===== config.mk =====
export PLATFORM = sky130hd
export DESIGN_NAME = mem_access_unit
export DESIGN_NICKNAME = d
export VERILOG_FILES = /design/src/rtl/mem_access_unit.sv
export SDC_FILE = /design/constraint.sdc
export NUM_CORES = 1
export LEC_CHECK = 0
export CAP_MARGIN = 10
export CORE_MARGIN = 10
export CORE_UTILIZATION = 39
export DETAILED_ROUTE_END_ITERATION = 10
export PLACE_DENSITY = 0.78
export REMOVE_ABC_BUFFERS = 1
export SLEW_MARGIN = 20
export SYNTH_ARGS = -nofsm -noshare
export SYNTH_HDL_FRONTEND = slang
export SYNTH_SLANG_ARGS = --single-unit
export TNS_END_PERCENT = 10

===== constraint.sdc =====
create_clock -name clockIn -period 1.8 [get_ports clockIn]
set_clock_uncertainty 0.2 [all_clocks]
set_input_delay 0.36 -clock clockIn [delete_from_list [all_inputs] [get_ports clockIn]]
set_output_delay 0.36 -clock clockIn [all_outputs]
set_load 0.005 [all_outputs]

===== src/rtl/mem_access_unit.sv =====
// mem_access_unit: MEM-stage load/store controller for the five-stage pipeline.
// Issues one request/acknowledge data-memory access per EX/MEM instruction.
// It aligns and extends load data, and stalls the EX/MEM and MEM/WB buffers
// until the access completes.
// Build option: define MEM_SUBWORD_EN to enable byte/halfword accesses with
// lane replication and sign/zero extension. Without it, every access is a
// full aligned word.
module mem_access_unit #(
    parameter int ADDR_WIDTH = 32
) (
    input  logic                  clockIn,
    input  logic                  reset,
    input  logic                  stallIn,
    input  logic                  memReadIn,
    input  logic                  memWriteIn,
    input  logic [1:0]            sizeIn,
    input  logic                  signedIn,
    input  logic [ADDR_WIDTH-1:0] addrIn,
    input  logic [31:0]           storeDataIn,
    output logic                  memReq,
    output logic                  memWe,
    output logic [ADDR_WIDTH-1:0] memAddr,
    output logic [31:0]           memWdata,
    output logic [3:0]            memBe,
    input  logic [31:0]           memRdata,
    input  logic                  memAck,
    output logic [31:0]           loadDataOut,
    output logic                  memStall,
    output logic                  misalignOut
);

    typedef enum logic [1:0] {
        IDLE = 2'd0,
        BUSY = 2'd1,
        DONE = 2'd2
    } state_t;

    state_t      state_reg;

    logic        access;
    logic        misalign;
    logic        start;
    logic [3:0]  be_next;
    logic [31:0] wdata_next;
    logic [31:0] load_next;

    assign access = memReadIn | memWriteIn;

`ifdef MEM_SUBWORD_EN
    // Lane information captured at issue so load extraction uses the
    // address/size of the access in flight, not whatever EX/MEM holds now.
    logic [1:0]  lane_reg;
    logic [1:0]  size_reg;
    logic        signed_reg;

    logic        is_byte;
    logic        is_half;
    logic        is_word;
    logic [7:0]  rd_byte [4];
    logic [7:0]  lane8;
    logic [15:0] lane16;

    assign is_byte = (sizeIn == 2'b00);
    assign is_half = (sizeIn == 2'b01);
    // Encoding 11 is treated as a word access.
    assign is_word = sizeIn[1];

    // Split read data into byte lanes for the byte-load mux.
    genvar gi;
    generate
        for (gi = 0; gi < 4; gi++) begin : g_lane
            assign rd_byte[gi] = memRdata[8*gi +: 8];
        end
    endgenerate

    assign misalign = access & ((is_half & addrIn[0]) |
                                (is_word & (addrIn[1:0] != 2'b00)));

    // Byte enables and replicated store data for the requested lane(s).
    always_comb begin
        be_next    = 4'b1111;
        wdata_next = storeDataIn;
        if (is_byte) begin
            be_next    = 4'b0001 << addrIn[1:0];
            wdata_next = {4{storeDataIn[7:0]}};
        end else if (is_half) begin
            be_next    = addrIn[1] ? 4'b1100 : 4'b0011;
            wdata_next = {2{storeDataIn[15:0]}};
        end
    end

    // Select the load lane by the latched address and extend it to 32 bits.
    always_comb begin
        lane8     = rd_byte[lane_reg];
        lane16    = lane_reg[1] ? memRdata[31:16] : memRdata[15:0];
        load_next = memRdata;
        case (size_reg)
            2'b00:   load_next = {{24{signed_reg & lane8[7]}}, lane8};
            2'b01:   load_next = {{16{signed_reg & lane16[15]}}, lane16};
            default: load_next = memRdata;
        endcase
    end

    // Latch the lane selection when the access is issued.
    always_ff @(posedge clockIn) begin
        if (reset) begin
            lane_reg   <= 2'b00;
            size_reg   <= 2'b10;
            signed_reg <= 1'b0;
        end else if (start) begin
            lane_reg   <= addrIn[1:0];
            size_reg   <= sizeIn;
            signed_reg <= signedIn;
        end
    end
`else
    // Word-only build: size and sign controls have no effect.
    logic unused_cfg;
    assign unused_cfg = ^{sizeIn, signedIn};

    assign misalign   = access & (addrIn[1:0] != 2'b00);
    assign be_next    = 4'b1111;
    assign wdata_next = storeDataIn;
    assign load_next  = memRdata;
`endif

    assign start       = (state_reg == IDLE) & access & ~misalign;
    assign misalignOut = misalign;
    // Combinational so the buffers hold on the very edge the access appears.
    assign memStall    = start | (state_reg == BUSY);

    // Access FSM with registered memory-port outputs and load result.
    always_ff @(posedge clockIn) begin
        if (reset) begin
            state_reg   <= IDLE;
            memReq      <= 1'b0;
            memWe       <= 1'b0;
            memAddr     <= '0;
            memWdata    <= '0;
            memBe       <= '0;
            loadDataOut <= '0;
        end else begin
            case (state_reg)
                IDLE: begin
                    if (start) begin
                        state_reg <= BUSY;
                        memReq    <= 1'b1;
                        // A request with both read and write set is a store.
                        memWe     <= memWriteIn;
                        memAddr   <= {addrIn[ADDR_WIDTH-1:2], 2'b00};
                        memWdata  <= wdata_next;
                        memBe     <= be_next;
                    end
                end
                BUSY: begin
                    if (memAck) begin
                        state_reg <= DONE;
                        memReq    <= 1'b0;
                        // memWe still reflects the access in flight here.
                        if (!memWe) begin
                            loadDataOut <= load_next;
                        end
                    end
                end
                DONE: begin
                    // Wait for the pipeline to move the instruction on, so
                    // the same EX/MEM entry is never issued twice.
                    if (!stallIn) begin
                        state_reg <= IDLE;
                    end
                end
                default: state_reg <= IDLE;
            endcase
        end
    end

endmodule


==> results.md <==
* Status: finished with violations
* Failing checks: setup timing
* Core Box Area at 9770 µm²
* Post-place setup slack at -629 ps
* N_diodes at 0
* Worst path max stage delay at 350 ps
* CP Class: reg2out
* Gr ovfl total at 0
* Final setup fails at 1
* Routed met1 length at 4.88 mm
* PnR Total Power at 4.88 mW
* Dpl cells at 758
* Die area at 14400 µm²
* # H-tree levels at 3
* Critical path data arrival time at 1290 ps
* Drc violations at 0
* Synth top area cells: dfxtp_1 (51%), nand2_1 (18%), mux2i_1 (16%)
* Initial Util at 40.0%
* I/O Buffers at 203
* First-pass GRT wire length at 19.3 mm
* Inserted Clock Buffers at 9
* Seq/Total Area, Yosys at 50.7%
* Io pins at 209
* Worst VDD drop at 0.432 mV
* Main combinational cell family by area after synthesis: simple AND/OR/NAND/NOR gates
* Antenna Nets Post-Route at 0
* Area growth from synthesis to layout at 63.5%
* Synth top area share at 50.7%
* Final core occ at 65.3%
* Cell with the most instances after synthesis: nand2_1
* Area leader, netlist: dfxtp_1
* Worst path slowest cell: dfxtp_2
* Finished Layout Cells at 779
* Simple-gate area share of the yosys netlist at 20.0%
* Pre-antenna DRT Iters at 4
* CTS root buf: clkbuf_8
* Xor-xnor portion of the synthesized cell area at 0%
* Final period util at 103%
* Gpl congestion at 0.830
* Max-slew violation count at 0
* Leak at 3.12 nW
* Ys flop type: dfxtp_1
* Final Hold Viols at 0
* CTS tree: done
* Synth cell types at 23
* Achievable Freq at 542 MHz
* Worst path most repeated cell: o21ai_1
* Critical Path Fanout Max at 2
* Initial antenna violation count at 0
* CP Launch Type: register
* # rows at 36
* Wire length on met3 at 664 µm
* Hold WC Path Type: reg2reg
* Worst setup EP type: primary output
* Synth Area in Compound Gates at 5.89%
* 1st-iter DRT viols at 168
* Hold_buf cts at 0
* Fin crit period at 1850 ps
* Mux contribution to synthesized area at 15.9%
* Post-synthesis adder-cell area fraction at 0%
* YS warnings at 0
* WL/cell at 16.2 µm
* Clock insertion delay at the later pin of the skew report at 350 ps
* Critical-path cell list: nor4_4 > o21ai_1 > o21ai_1 > buf_2
* Vias/cell at 4.61
* Async S/R FF share, synth at 0%
* Most frequent cells after synthesis: nand2_1 (189), dfxtp_1 (99), mux2i_1 (62)
* Final worst slack at -45.3 ps
* Post-synthesis cell area at 3910 µm²
* RSZ-0062 raised after global routing: yes
* Hpwl dp at 9.53 mm
* Synthesized flop and latch total at 99
* Number of synthesized flops with an enable pin at 0
* # nets final at 746
* Final Cell Area at 6390 µm²
* Setup TNS Final at -45.3 ps
* Clock transition at the registers of the reported paths at 100 ps
* Layout cell share with drive strength beyond 1 at 10.5%
* Mapped Cells at 439
* Syn_area_per_cell at 8.90 µm²
* Largest net degree at the start of global routing at 61
* Pwr per Cell Area at 764 nW/µm²
* DP Area at 6030 µm²
* Vias in the first global route at 3638
* Die H at 120 µm
* DR top layer: met4
* Via count of the routed design at 3589
* Met2 WL at 6.83 mm
* Largest regs: loadDataOut x32, memWdata x32, memAddr x30
* Clk buf depth at 2
* Gr usage total at 16.5%
* Clock sinks at 99
* Die X at 120 µm
* Fin Hold WS at 255 ps
* DRT Wirelength at 12.6 mm
* Number of max-cap violations at 0
* CP required at 1240 ps
[kinds of logic after synthesis]
kind of cell / Yosys count
DFF: 99
other: 1
buffers and inverters: 39
muxes: 62
and+or+nand+nor: 196
AOI/OAI and AO/OA: 42
[cell type report]
| class | instances | area [µm²] |
|---|---|---|
| clock buffers | 9 | 124 |
| repair buffers | 227 | 2300 |
| clock inverters | 7 | 140 |
| flip-flops and latches | 99 | 2010 |
| fillers | 808 | 3390 |
| inverters | 2 | 8.76 |
| multi-input cells | 302 | 1640 |
| well taps | 133 | 166 |
[worst paths after layout]
check	startpoint	end	slack, ps	cells after the start
worst max-delay path	state_reg[1]	memStall	-50	4
worst min-delay path	loadDataOut[26]	loadDataOut[26]	260	2
worst max register to register	state_reg[1]	memWdata[27]	80	6
worst min register to register	loadDataOut[26]	loadDataOut[26]	260	2
[critical path, delay by kind of cell, from the launching register on]
family                 cells  cell delay (ps)
AOI/OAI and AO/OA          2              200
buffers and inverters      1              130
and+or+nand+nor            1              260
DFF                        1              350
[per-layer routing]
metal	vias to the layer above	track usage, %
li1	1807	-
met4	0	6.64
met5	-	0
met2	100	30.4
met1	1666	17.6
met3	16	4.22
[report_power, final]
group,switching [mW],internal [mW],total [mW]
Combinational,0.276,0.439,0.716
Clock,0.777,1.06,1.84
Sequential,0.0450,2.28,2.33
[repair_timing]
item | in CTS | in global routing
gates resized for setup | 81 | 42
gates cloned | 0 | 2
setup buffers | 2 | 3
pin swaps | 1 | 1
endpoints found under the setup margin | 68 | 82
[cell usage in the layout, fill, tap and decap left out]
cell | synthesis | layout
or3_2 | 1 | 1
nand3_1 | 1 | 1
clkbuf_16 | 0 | 2
dlygate4sd2_1 | 0 | 66
mux2i_1 | 62 | 61
clkbuf_8 | 0 | 9
dlymetal6s2s_1 | 0 | 28
dfxtp_2 | 0 | 19
buf_12 | 7 | 5
buf_2 | 8 | 1
a21oi_1 | 36 | 36
nand3b_1 | 1 | 1
nor4_4 | 1 | 1
clkinvlp_4 | 0 | 2
nand2b_1 | 1 | 1
dfxtp_4 | 0 | 1
nand4bb_1 | 1 | 1
conb_1 | 1 | 2
and4bb_2 | 1 | 1
clkdlybuf4s50_1 | 0 | 108
nand2_1 | 189 | 189
a31o_2 | 1 | 1
buf_4 | 5 | 16
buf_6 | 0 | 1
clkinv_2 | 0 | 2
dfxtp_1 | 99 | 79
o22a_1 | 1 | 1
o21a_4 | 1 | 1
o21ai_1 | 0 | 2
mux2i_2 | 0 | 1
o21a_1 | 1 | 1
inv_1 | 1 | 1
bufinv_16 | 0 | 4
Power figures use the tool's default switching activity.
